File: config.mk
export PLATFORM = sky130hd
export DESIGN_NAME = sprite_rom_arbiter
export DESIGN_NICKNAME = d
export VERILOG_FILES = /design/src/rtl/sprite_rom_arbiter.sv
export SDC_FILE = /design/constraint.sdc
export NUM_CORES = 1
export LEC_CHECK = 0
export CELL_PAD_IN_SITES_DETAIL_PLACEMENT = 0
export CELL_PAD_IN_SITES_GLOBAL_PLACEMENT = 2
export CORE_MARGIN = 1.5
export CORE_UTILIZATION = 26
export DETAILED_ROUTE_END_ITERATION = 7
export GPL_ROUTABILITY_DRIVEN = 0
export PLACE_DENSITY_LB_ADDON = 0.3
export RECOVER_POWER = 25
export SLEW_MARGIN = 40
export SYNTH_ARGS = -nofsm -noshare
export SYNTH_HDL_FRONTEND = slang
export SYNTH_SLANG_ARGS = --single-unit
File: constraint.sdc
create_clock -name clk -period 5.1 [get_ports clk]
set_input_delay 1.02 -clock clk [delete_from_list [all_inputs] [get_ports clk]]
set_output_delay 1.02 -clock clk [all_outputs]
set_load 0.02 [all_outputs]
File: src/rtl/sprite_rom_arbiter.sv
// Round-robin arbiter sharing one combinational sprite bitmap ROM among NUM_REQ renderers.
// Two-stage pipeline: issue (grant + ROM address) then return (ack + registered ROM byte).
module sprite_rom_arbiter #(
  parameter int NUM_REQ = 4,
  parameter int ADDR_W  = 8,
  parameter int DATA_W  = 8
) (
  input  logic                      clk,
  input  logic                      reset,
  input  logic [NUM_REQ-1:0]        req,
  input  logic [NUM_REQ*ADDR_W-1:0] req_addr,
  output logic [NUM_REQ-1:0]        gnt,
  output logic [NUM_REQ-1:0]        ack,
  output logic [DATA_W-1:0]         rd_data,
  output logic [ADDR_W-1:0]         rom_addr,
  input  logic [DATA_W-1:0]         rom_bits
);

  localparam int PTR_W = (NUM_REQ > 1) ? $clog2(NUM_REQ) : 1;
  localparam logic [PTR_W-1:0] LAST_IDX = PTR_W'(NUM_REQ - 1);

  logic [NUM_REQ-1:0] r_gnt;
  logic [NUM_REQ-1:0] r_ack;
  logic [NUM_REQ-1:0] r_pending;
  logic [DATA_W-1:0]  r_rd_data;
  logic [ADDR_W-1:0]  r_rom_addr;
  logic [PTR_W-1:0]   r_ptr;

  logic [NUM_REQ-1:0] w_elig;
  logic               w_lo_found;
  logic               w_hi_found;
  logic [PTR_W-1:0]   w_lo_win;
  logic [PTR_W-1:0]   w_hi_win;
  logic               w_found;
  logic [PTR_W-1:0]   w_win;
  logic [PTR_W-1:0]   w_ptr_next;
  logic [NUM_REQ-1:0] w_gnt_next;
  logic [ADDR_W-1:0]  w_addr;

  assign w_elig = req & ~r_pending;

  // Rotating priority: lowest eligible index at or above ptr wins, else wrap to lowest overall.
  always_comb begin
    w_lo_found = 1'b0;
    w_hi_found = 1'b0;
    w_lo_win   = '0;
    w_hi_win   = '0;
    for (int i = NUM_REQ - 1; i >= 0; i--) begin
      if (w_elig[i]) begin
        w_lo_found = 1'b1;
        w_lo_win   = PTR_W'(i);
      end
      if (w_elig[i] && (PTR_W'(i) >= r_ptr)) begin
        w_hi_found = 1'b1;
        w_hi_win   = PTR_W'(i);
      end
    end
  end

  assign w_found    = w_lo_found;
  assign w_win      = w_hi_found ? w_hi_win : w_lo_win;
  assign w_ptr_next = (w_win == LAST_IDX) ? '0 : w_win + 1'b1;
  assign w_gnt_next = w_found ? (NUM_REQ'(1) << w_win) : '0;
  assign w_addr     = req_addr[w_win*ADDR_W +: ADDR_W];

  // A requester is pending from its grant edge until its ack edge; the two never collide.
  always_ff @(posedge clk or negedge reset) begin
    if (!reset) begin
      r_gnt      <= '0;
      r_ack      <= '0;
      r_pending  <= '0;
      r_rd_data  <= '0;
      r_rom_addr <= '0;
      r_ptr      <= '0;
    end else begin
      r_gnt     <= w_gnt_next;
      r_ack     <= r_gnt;
      r_pending <= (r_pending & ~r_gnt) | w_gnt_next;
      if (|r_gnt) begin
        r_rd_data <= rom_bits;
      end
      if (w_found) begin
        r_rom_addr <= w_addr;
        r_ptr      <= w_ptr_next;
      end
    end
  end

  assign gnt      = r_gnt;
  assign ack      = r_ack;
  assign rd_data  = r_rd_data;
  assign rom_addr = r_rom_addr;

endmodule

==> results by stage, run 1 <==
Timing:
- The sum of negative setup slack is 0 ps.
- After layout, the worst path uses just under 60% of the clock period.
- The final count of hold timing violations is 0.
- The transition time at the pin with the least slew margin is around 1600 ps.
- Across the routed clock network, the largest skew measured is 6.67 ps.
- The total of endpoints with negative setup slack in the final report is 0.
- Based on the critical path, the design can be clocked at up to roughly 340 MHz.
- Setup repair after global routing left no endpoint under its margin.
- The smallest clock period supported by the final layout is computed as 2940 ps.
- The number of pins with negative max-slew slack in the final report came to 31.
- In this run the tightest slew margin relative to its limit is -6.29%.

Power:
- Across the VDD grid, the largest voltage drop is 307 uV.
- Per report_power, the sequential group accounts for between 30 and 40% of the total.
- In this run, the clock network consumes about 15% of the power.
- The analysis attributes to cell leakage a power of 0.957 nW.
- The analysis attributes to net switching a power of 565 uW.
- The total power density per cell area is about 630 nW/um2.
- The total internal power is 894 uW.
- The power share of the combinational group is 54.1%.
- Net switching is just under 40% of the power.

Clock network:
- The clock edge transition at the registers on the reported setup and hold paths is around 70 ps.
- The number of post-CTS setup repair buffers is 0.
- The clock reaches the later pin of the worst-skew pair after 280 ps.
- The tree is rooted in a sky130_fd_sc_hd__clkbuf_8.
- The count of hold buffers inserted by post-cts repair is 0.
- Counting along the longest clock path gives a buffer depth of 2.
- The tree built by TritonCTS fans out to 30 sinks.
- Once the clock tree was built, the resizer swapped 0 gates to a different size.
- The clock tree from TritonCTS is yes.
- The number of buffers inserted during clock tree synthesis is 5.
- In this run the number of H-tree levels came out at 2.

Placed design:
- After detailed placement, the total cell area comes to about 2200 um2.
- The count of buffers added on input and output ports is ~70.
- The half-perimeter wire length after placement is about 2.7 mm.

GRT:
- The initial antenna violation count is 0.
- The remaining global-route overflow is 0.
- The maximum number of pins on one net before global-route repair is 31.
- The first global-routing pass estimated between 6 and 7 mm of wire.
- The number of global-route vias before repair is around 1300.
- The global-route total usage across every layer is 13.4%.

Floorplan:
- The effective utilization at floorplan is approximately a quarter.
- The count of pins on the block boundary is 70.
- The die boundary width is just under 80 um.
- The die covers 6070 um2.
- The core region is approximately 5500 um2.
- The die boundary height is roughly 78 um.
- The initialized floorplan defines 27 standard-cell rows.

Finish:
- The area growth from synthesis to final layout is 58.7%.
- For this run, the post-layout net count is ~240.
- Summing all non-filler instances in the final layout gives an area of approximately 2300 um2.
- For this run, the share of the core covered by cells in the final layout is a little over two fifths.
- The count of antenna diodes in the layout is 0.
- In the final layout, the share of cells above drive strength 1 is roughly 13%.

Job:
- The tool flagged a number of max-cap violations equal to 1.

Synth:
- The post-synthesis instance area is approximately 1500 um2.
- During synthesis, Yosys emitted a total of 0 warnings.
- The synthesized design contains 30 register bits.
- Of all flip-flops after synthesis, the portion carrying an async set or reset was 100%.
- The mean instance size in the synthesized netlist is about 13 um2.
- Sequential elements use about half of the synthesized area.
- Counting every instance in the synthesized netlist gives between 100 and 150.
- The count of different cell masters after synthesis is 36.
- When the netlist entered floorplanning its net count stood at ~160.
- Among all flip-flop cells after synthesis, the most frequent one is sky130_fd_sc_hd__dfrtp_1.
- The number of enable-type register cells in the synthesized netlist is 0.

Detailed routing:
- The mean number of vias per cell is approximately 4.7.
- For this run, design rule violations remaining after detail routing come to 0.
- The total vias in the final route is approximately 1200.
- The number of DRC markers after the initial detailed-route iteration is 54.
- In the final routed layout, each cell accounts on average for 14.2 um.
- The aggregate routed wire length is 3.69 mm.
- The final antenna-violating net count is 0.
- The first TritonRoute pass finished after 4 iterations.

Setup path:
- STA classifies the critical path endpoint as a register.
- STA classifies the critical path startpoint as a primary input.
- The setup path with the least slack is of type primary input to register.
- The critical path required time is 5260 ps.
- For the worst setup path, the data arrival time is 3100 ps.
- In this run the worst path has a maximum fanout of 10.

Run status:
- The checks that failed: max-capacitance violations, max-slew violations.
- The flow ran to the end, but the final reports show violations.

Hold path:
- The worst hold-check path type is register to register.
## synthesized netlist by cell type, drive strengths merged, types with 3 or more instances
| library cell | instances | share of area [%] |
|---|---|---|
| a211oi | 7 | 3.6 |
| and2 | 4 | 1.7 |
| buf | 4 | 3.0 |
| dfrtp | 30 | 51 |
| ha | 4 | 3.4 |
| inv | 6 | 1.9 |
| mux2 | 10 | 7.7 |
| mux2i | 7 | 4.8 |
| nand2b | 4 | 2.7 |
| nor3 | 7 | 2.4 |
| o21ai | 3 | 1.0 |
| o32ai | 7 | 4.2 |
## worst max-delay path, stage by stage
cell,delay [ps]
sky130_fd_sc_hd__clkdlybuf4s50_1,520
sky130_fd_sc_hd__nand2b_4,80
sky130_fd_sc_hd__o21ai_0,280
sky130_fd_sc_hd__o221a_1,540
sky130_fd_sc_hd__inv_1,160
sky130_fd_sc_hd__ha_1,200
sky130_fd_sc_hd__and2_1,140
sky130_fd_sc_hd__o21bai_1,150
## cells by family after synthesis
logic type	after synthesis	share of synthesized area (%)
muxes	17	12.5
and+or+nand+nor	25	12.0
AOI/OAI and AO/OA	27	15.4
DFF	30	51.5
adders and majority gates	4	3.43
buffers and inverters	11	5.15
## cells in the final DEF, fill, tap and decap left out, types with 2 or more instances in the layout
cell type / count
sky130_fd_sc_hd__clkdlybuf4s50_1: 68
sky130_fd_sc_hd__dfrtp_1: 30
sky130_fd_sc_hd__mux2_2: 9
sky130_fd_sc_hd__clkbuf_8: 8
sky130_fd_sc_hd__mux2i_1: 7
sky130_fd_sc_hd__o32ai_1: 7
sky130_fd_sc_hd__nor3_1: 7
sky130_fd_sc_hd__a211oi_1: 7
sky130_fd_sc_hd__inv_1: 5
sky130_fd_sc_hd__and2_1: 4
sky130_fd_sc_hd__ha_1: 4
sky130_fd_sc_hd__nand2b_1: 2
sky130_fd_sc_hd__nand2b_4: 2
sky130_fd_sc_hd__or3_1: 2
sky130_fd_sc_hd__o21ai_0: 2
sky130_fd_sc_hd__o21bai_1: 2
sky130_fd_sc_hd__a21o_1: 2
sky130_fd_sc_hd__nor2_1: 2
## path summary, 6_finish.rpt
| path | startpoint | to | slack (ps) | depth (start not counted) |
|---|---|---|---|---|
| hold reg to reg | r_pending[1]$_DFF_PN0_ | r_pending[1]$_DFF_PN0_ | 480 | 1 |
| hold / removal | r_pending[1]$_DFF_PN0_ | r_pending[1]$_DFF_PN0_ | 480 | 1 |
| min in group asynchronous | reset | r_pending[1]$_DFF_PN0_ | 1680 | 2 |
| max in group asynchronous | reset | gnt[1]$_DFF_PN0_ | 2500 | 2 |
| setup / recovery | req[2] | r_pending[0]$_DFF_PN0_ | 2160 | 8 |
| setup reg to reg | r_pending[2]$_DFF_PN0_ | r_pending[0]$_DFF_PN0_ | 2960 | 7 |
## power by group through the flow
stage | Clock (mW) | Sequential (mW) | Combinational, mW
floorplan | 0 | 0.545 | 0.409
global placement | 0 | 0.439 | 0.780
detailed placement | 0 | 0.444 | 0.795
CTS | 0.232 | 0.443 | 0.794
global route | 0.241 | 0.464 | 0.861
finish | 0.223 | 0.446 | 0.789
## per-stage QoR
| step | hold WS, ps | total power, mW | worst slack [ps] | std cells |
|---|---|---|---|---|
| after floorplan | 440 | 0.953 | 2750 | 114 |
| after global routing | 500 | 1.57 | 1990 | 259 |
| after global placement | 439 | 1.22 | 1950 | 251 |
| final | 476 | 1.46 | 2160 | 259 |
| after detailed placement | 453 | 1.24 | 1880 | 251 |
| after CTS | 467 | 1.47 | 2170 | 259 |
## state kept, by name (all words and copies together) (netlist names)
signal     count
r_ptr          2
ack            4
rom_addr       8
r_pending      4
gnt            4
rd_data        8
## per-layer routing
| layer | routed length [um] | vias to the layer above | GRT usage (%) |
|---|---|---|---|
| met3 | 313 | 5 | 5.41 |
| met5 | 0 | - | 0 |
| met4 | 43 | 0 | 4.64 |
| met1 | 1550 | 562 | 16.1 |
| met2 | 1780 | 74 | 21.8 |
| li1 | - | 573 | - |
## cell type report
class / count / area, um2
fillers: 533 / 3160
flip-flops and latches: 30 / 751
repair buffers: 70 / 694
multi-input cells: 73 / 642
clock buffers: 8 / 110
well taps: 72 / 90.1
inverters: 6 / 27.5
No activity file was read; power rests on OpenSTA's default activity.
==> run 2: changes to the inputs <==
--- a/config.mk
+++ b/config.mk
@@ -8,7 +8,7 @@
 export CELL_PAD_IN_SITES_DETAIL_PLACEMENT = 0
 export CELL_PAD_IN_SITES_GLOBAL_PLACEMENT = 2
 export CORE_MARGIN = 1.5
-export CORE_UTILIZATION = 26
+export CORE_UTILIZATION = 22
 export DETAILED_ROUTE_END_ITERATION = 7
 export GPL_ROUTABILITY_DRIVEN = 0
 export PLACE_DENSITY_LB_ADDON = 0.3
==> constraint.sdc (replaced) <==
create_clock -name clk -period 2.4 [get_ports clk]
set_input_delay 0.48 -clock clk [delete_from_list [all_inputs] [get_ports clk]]
set_output_delay 0.48 -clock clk [all_outputs]
set_load 0.02 [all_outputs]
==> results by stage, run 2 (synthesized netlist as in run 1, its figures left out) <==
Setup path:
- On the critical path, the stage with the largest delay is an instance of sky130_fd_sc_hd__clkdlybuf4s50_1.
- The longest individual stage delay on the worst path came to 550 ps (about the same).
- The highest fanout seen on the critical path is 8 (-2).
- The data arrival time of the critical path is 2280 ps (-820 ps).
- The logic depth of the worst path, buffers included is 7 (-1).
- On the critical path the largest part of the delay comes from buffers and inverters.
- The setup slack on the worst flop-to-flop path is 560 ps (-2400 ps).
- In this run the critical register-to-register path is launched from r_pending[0]$_DFF_PN0_.
- The end of the worst register-to-register path is rom_addr[0]$_DFFE_PN0P_.
- The critical path startpoint is req[0].
- Following the worst setup path forward leads to its endpoint at rom_addr[0]$_DFFE_PN0P_.
- The critical path goes through clkdlybuf4s50_1 > nand2b_4 > or3_1 > and3_4 > inv_6 > mux2_1 > o211a_1.
- The combined buffer and inverter count along the critical path came to 2 (unchanged).
- The critical path required time is 2570 ps (-2690 ps).
- The critical path is of the primary input to register type.
- The critical path capture point type is a register.
- The worst-case reg-to-reg path depth is 6 (-1).
- STA classifies the critical path startpoint as a primary input.

Clock network:
- The library cell used as clock root buffer is sky130_fd_sc_hd__clkbuf_8.
- The post-cts resize count is 0 (unchanged).
- The count of hold buffers inserted by post-cts repair is 0 (unchanged).
- The clock sink total came to 30 (unchanged).
- The insertion delay to the later sink of the worst-skew pair came to 280 ps (about the same).
- The maximum clock path buffer count is 2 (unchanged).
- The depth of the CTS H-tree is 2 (unchanged).
- The clock tree from TritonCTS is yes.
- The number of buffers inserted during clock tree synthesis is 5 (unchanged).
- The clock edge transition at the registers on the reported setup and hold paths is 60 ps (about the same).
- The number of post-CTS setup repair buffers is 0 (unchanged).

Placed design:
- The post-placement setup slack is -3.55 ps (-1880 ps).
- The half-perimeter wire length after placement is 2.97 mm (+12%).
- The number of port buffers came to 69 (unchanged).
- The placement-stage cell area came to 2270 um2 (+3.0%).

Floorplan:
- The number of rows created at floorplan is 29 (+7.4%).
- The die boundary width came to 84.4 um (+8.4%).
- The count of pins on the block boundary is 70 (unchanged).
- The core area is 6390 um2 (+17%).
- The die boundary height is 84.4 um (+8.4%).
- The effective utilization at floorplan came to 22.8% (-3.8 points).
- The die area is 7130 um2 (+17%).

Timing:
- The total of endpoints with negative setup slack in the final report is 0 (unchanged).
- The clock tree skew after final layout came to 3.83 ps (-2.84 ps).
- The maximum clock frequency is between 400 and 500 MHz.
- The share of the cycle needed by the critical path after routing is 88.1%.
- The final count of hold timing violations is 0 (unchanged).
- The transition time at the pin with the least slew margin came to 740 ps (-854 ps).
- The shortest period the worst path allows is approximately 2100 ps.
- The number of pins with negative max-slew slack in the final report is 0 (-100%).
- The final setup slack of the worst path is 286 ps (-1870 ps).
- The worst slew margin relative to its limit is 50.6% (+57 points).
- Setup repair after global routing left no endpoint under its margin.
- The sum of negative setup slack is 0 ps (unchanged).

Hold path:
- The number of cells on the worst hold path came to 0 (-1).
- The path class of the tightest hold or removal check is register to register.
- The startpoint of the most critical hold path is gnt[1]$_DFF_PN0_.

GRT:
- The initial antenna violation count came to 0 (unchanged).
- The wire length of the first global-routing pass is 6.24 mm (unchanged).
- The number of global-route vias before repair is 1309 (-2.7%).
- The maximum number of pins on one net before global-route repair is 31 (unchanged).
- The remaining global-route overflow was 0 (unchanged).
- The global-route total usage across every layer is 11.2% (-2.2 points).

Finish:
- The count of antenna diodes in the layout is 0 (unchanged).
- The top cell types in the final layout, fill and taps aside, are sky130_fd_sc_hd__clkdlybuf4s50_1 (68), sky130_fd_sc_hd__dfrtp_1 (30), sky130_fd_sc_hd__mux2_2 (9).
- The total number of nets in the final design is 244 (+3.4%).
- Compared with the post-synthesis result, the final layout area differs by 61.4%.
- The layout filler cell count is 661 (+24%).
- The summed area of non-filler cells in the final layout is 2350 um2 (+1.7%).
- Leaving out fill and tap cells, the most frequent cell in the layout is sky130_fd_sc_hd__clkdlybuf4s50_1.
- The multi-input gate area in the final layout is 633 um2 (-1.4%).
- The area occupied by registers is 751 um2 (unchanged).
- The proportion of layout cells with a drive suffix above 1 came to 16.4% (+3.6 points).

Power:
- The worst vdd rail ir drop came to 659 uV (+110%).
- The total power density per cell area is 1330 nW/um2 (+110%).
- The overall power is 3.13 mW (+110%).
- The standby leakage power came to 0.987 nW (+3.1%).

Detailed routing:
- The number of DRC markers after the initial detailed-route iteration came to 23 (-57%).
- The final routed DRC violation total is 0 (unchanged).
- The mean routed wirelength per cell is 14.1 um (-1.2%).
- The mean number of vias per cell came to 4.49 (-4.2%).
- The aggregate routed wire length is 3.83 mm (+3.8%).
- The number of search-and-repair iterations in the first detailed-routing pass is 4 (unchanged).
- The final antenna-violating net count is 0 (unchanged).
- The total vias in the final route is 1222 (+0.66%).

Run status:
- The flow ran to the end, and the final reports show no timing, DRC or antenna violations.

Job:
- The total of max-cap violations was 0 (-1).
[run 2: layout make-up]
class,instances,share of cell area (%)
Timing Repair Buffer,78,32.1
Multi-Input combinational cell,73,26.9
Clock buffer,7,3.67
Tap cell,77,4.09
Clock inverter,1,0.213
Inverter,6,1.17
Sequential cell,30,31.9
[run 2: where the power goes]
part / total (mW) / switching (mW) / internal [mW]
clock network: 0.411 / 0.180 / 0.231
registers: 0.943 / 0.176 / 0.767
logic: 1.78 / 0.849 / 0.930
total: 3.13 / 1.21 / 1.93
[run 2: worst min-delay path by stage]
stage	end	slack [ps]
detailed placement	ack[1]$_DFF_PN0_	450
global route	ack[3]$_DFF_PN0_	480
global placement	ack[1]$_DFF_PN0_	440
finish	ack[1]$_DFF_PN0_	460
floorplan	ack[0]$_DFF_PN0_	180
CTS	ack[1]$_DFF_PN0_	470
[run 2: metal layers]
layer | GRT usage, % | wire length (um)
met4 | 3.67 | 29
met5 | 0 | 0
met3 | 5.41 | 405
met1 | 13.6 | 1650
met2 | 17.7 | 1740
[run 2: worst reg2reg max path, stage by stage (launching register included)]
cell	delay, ps
sky130_fd_sc_hd__dfrtp_1	400
sky130_fd_sc_hd__nand2b_4	160
sky130_fd_sc_hd__or3_1	340
sky130_fd_sc_hd__and3_4	230
sky130_fd_sc_hd__inv_6	90
sky130_fd_sc_hd__mux2_1	310
sky130_fd_sc_hd__o211a_1	200
[run 2: per-stage QoR]
stage / cells / utilization [%] / hold WS, ps
6_report: 272 / 36.9 / 457
5_1_grt: 272 / 36.9 / 480
4_1_cts: 272 / 36.9 / 465
3_5_place_dp: 264 / 35.5 / 451
3_3_place_gp: 264 / 35.5 / 438
2_1_floorplan: 114 / - / 184
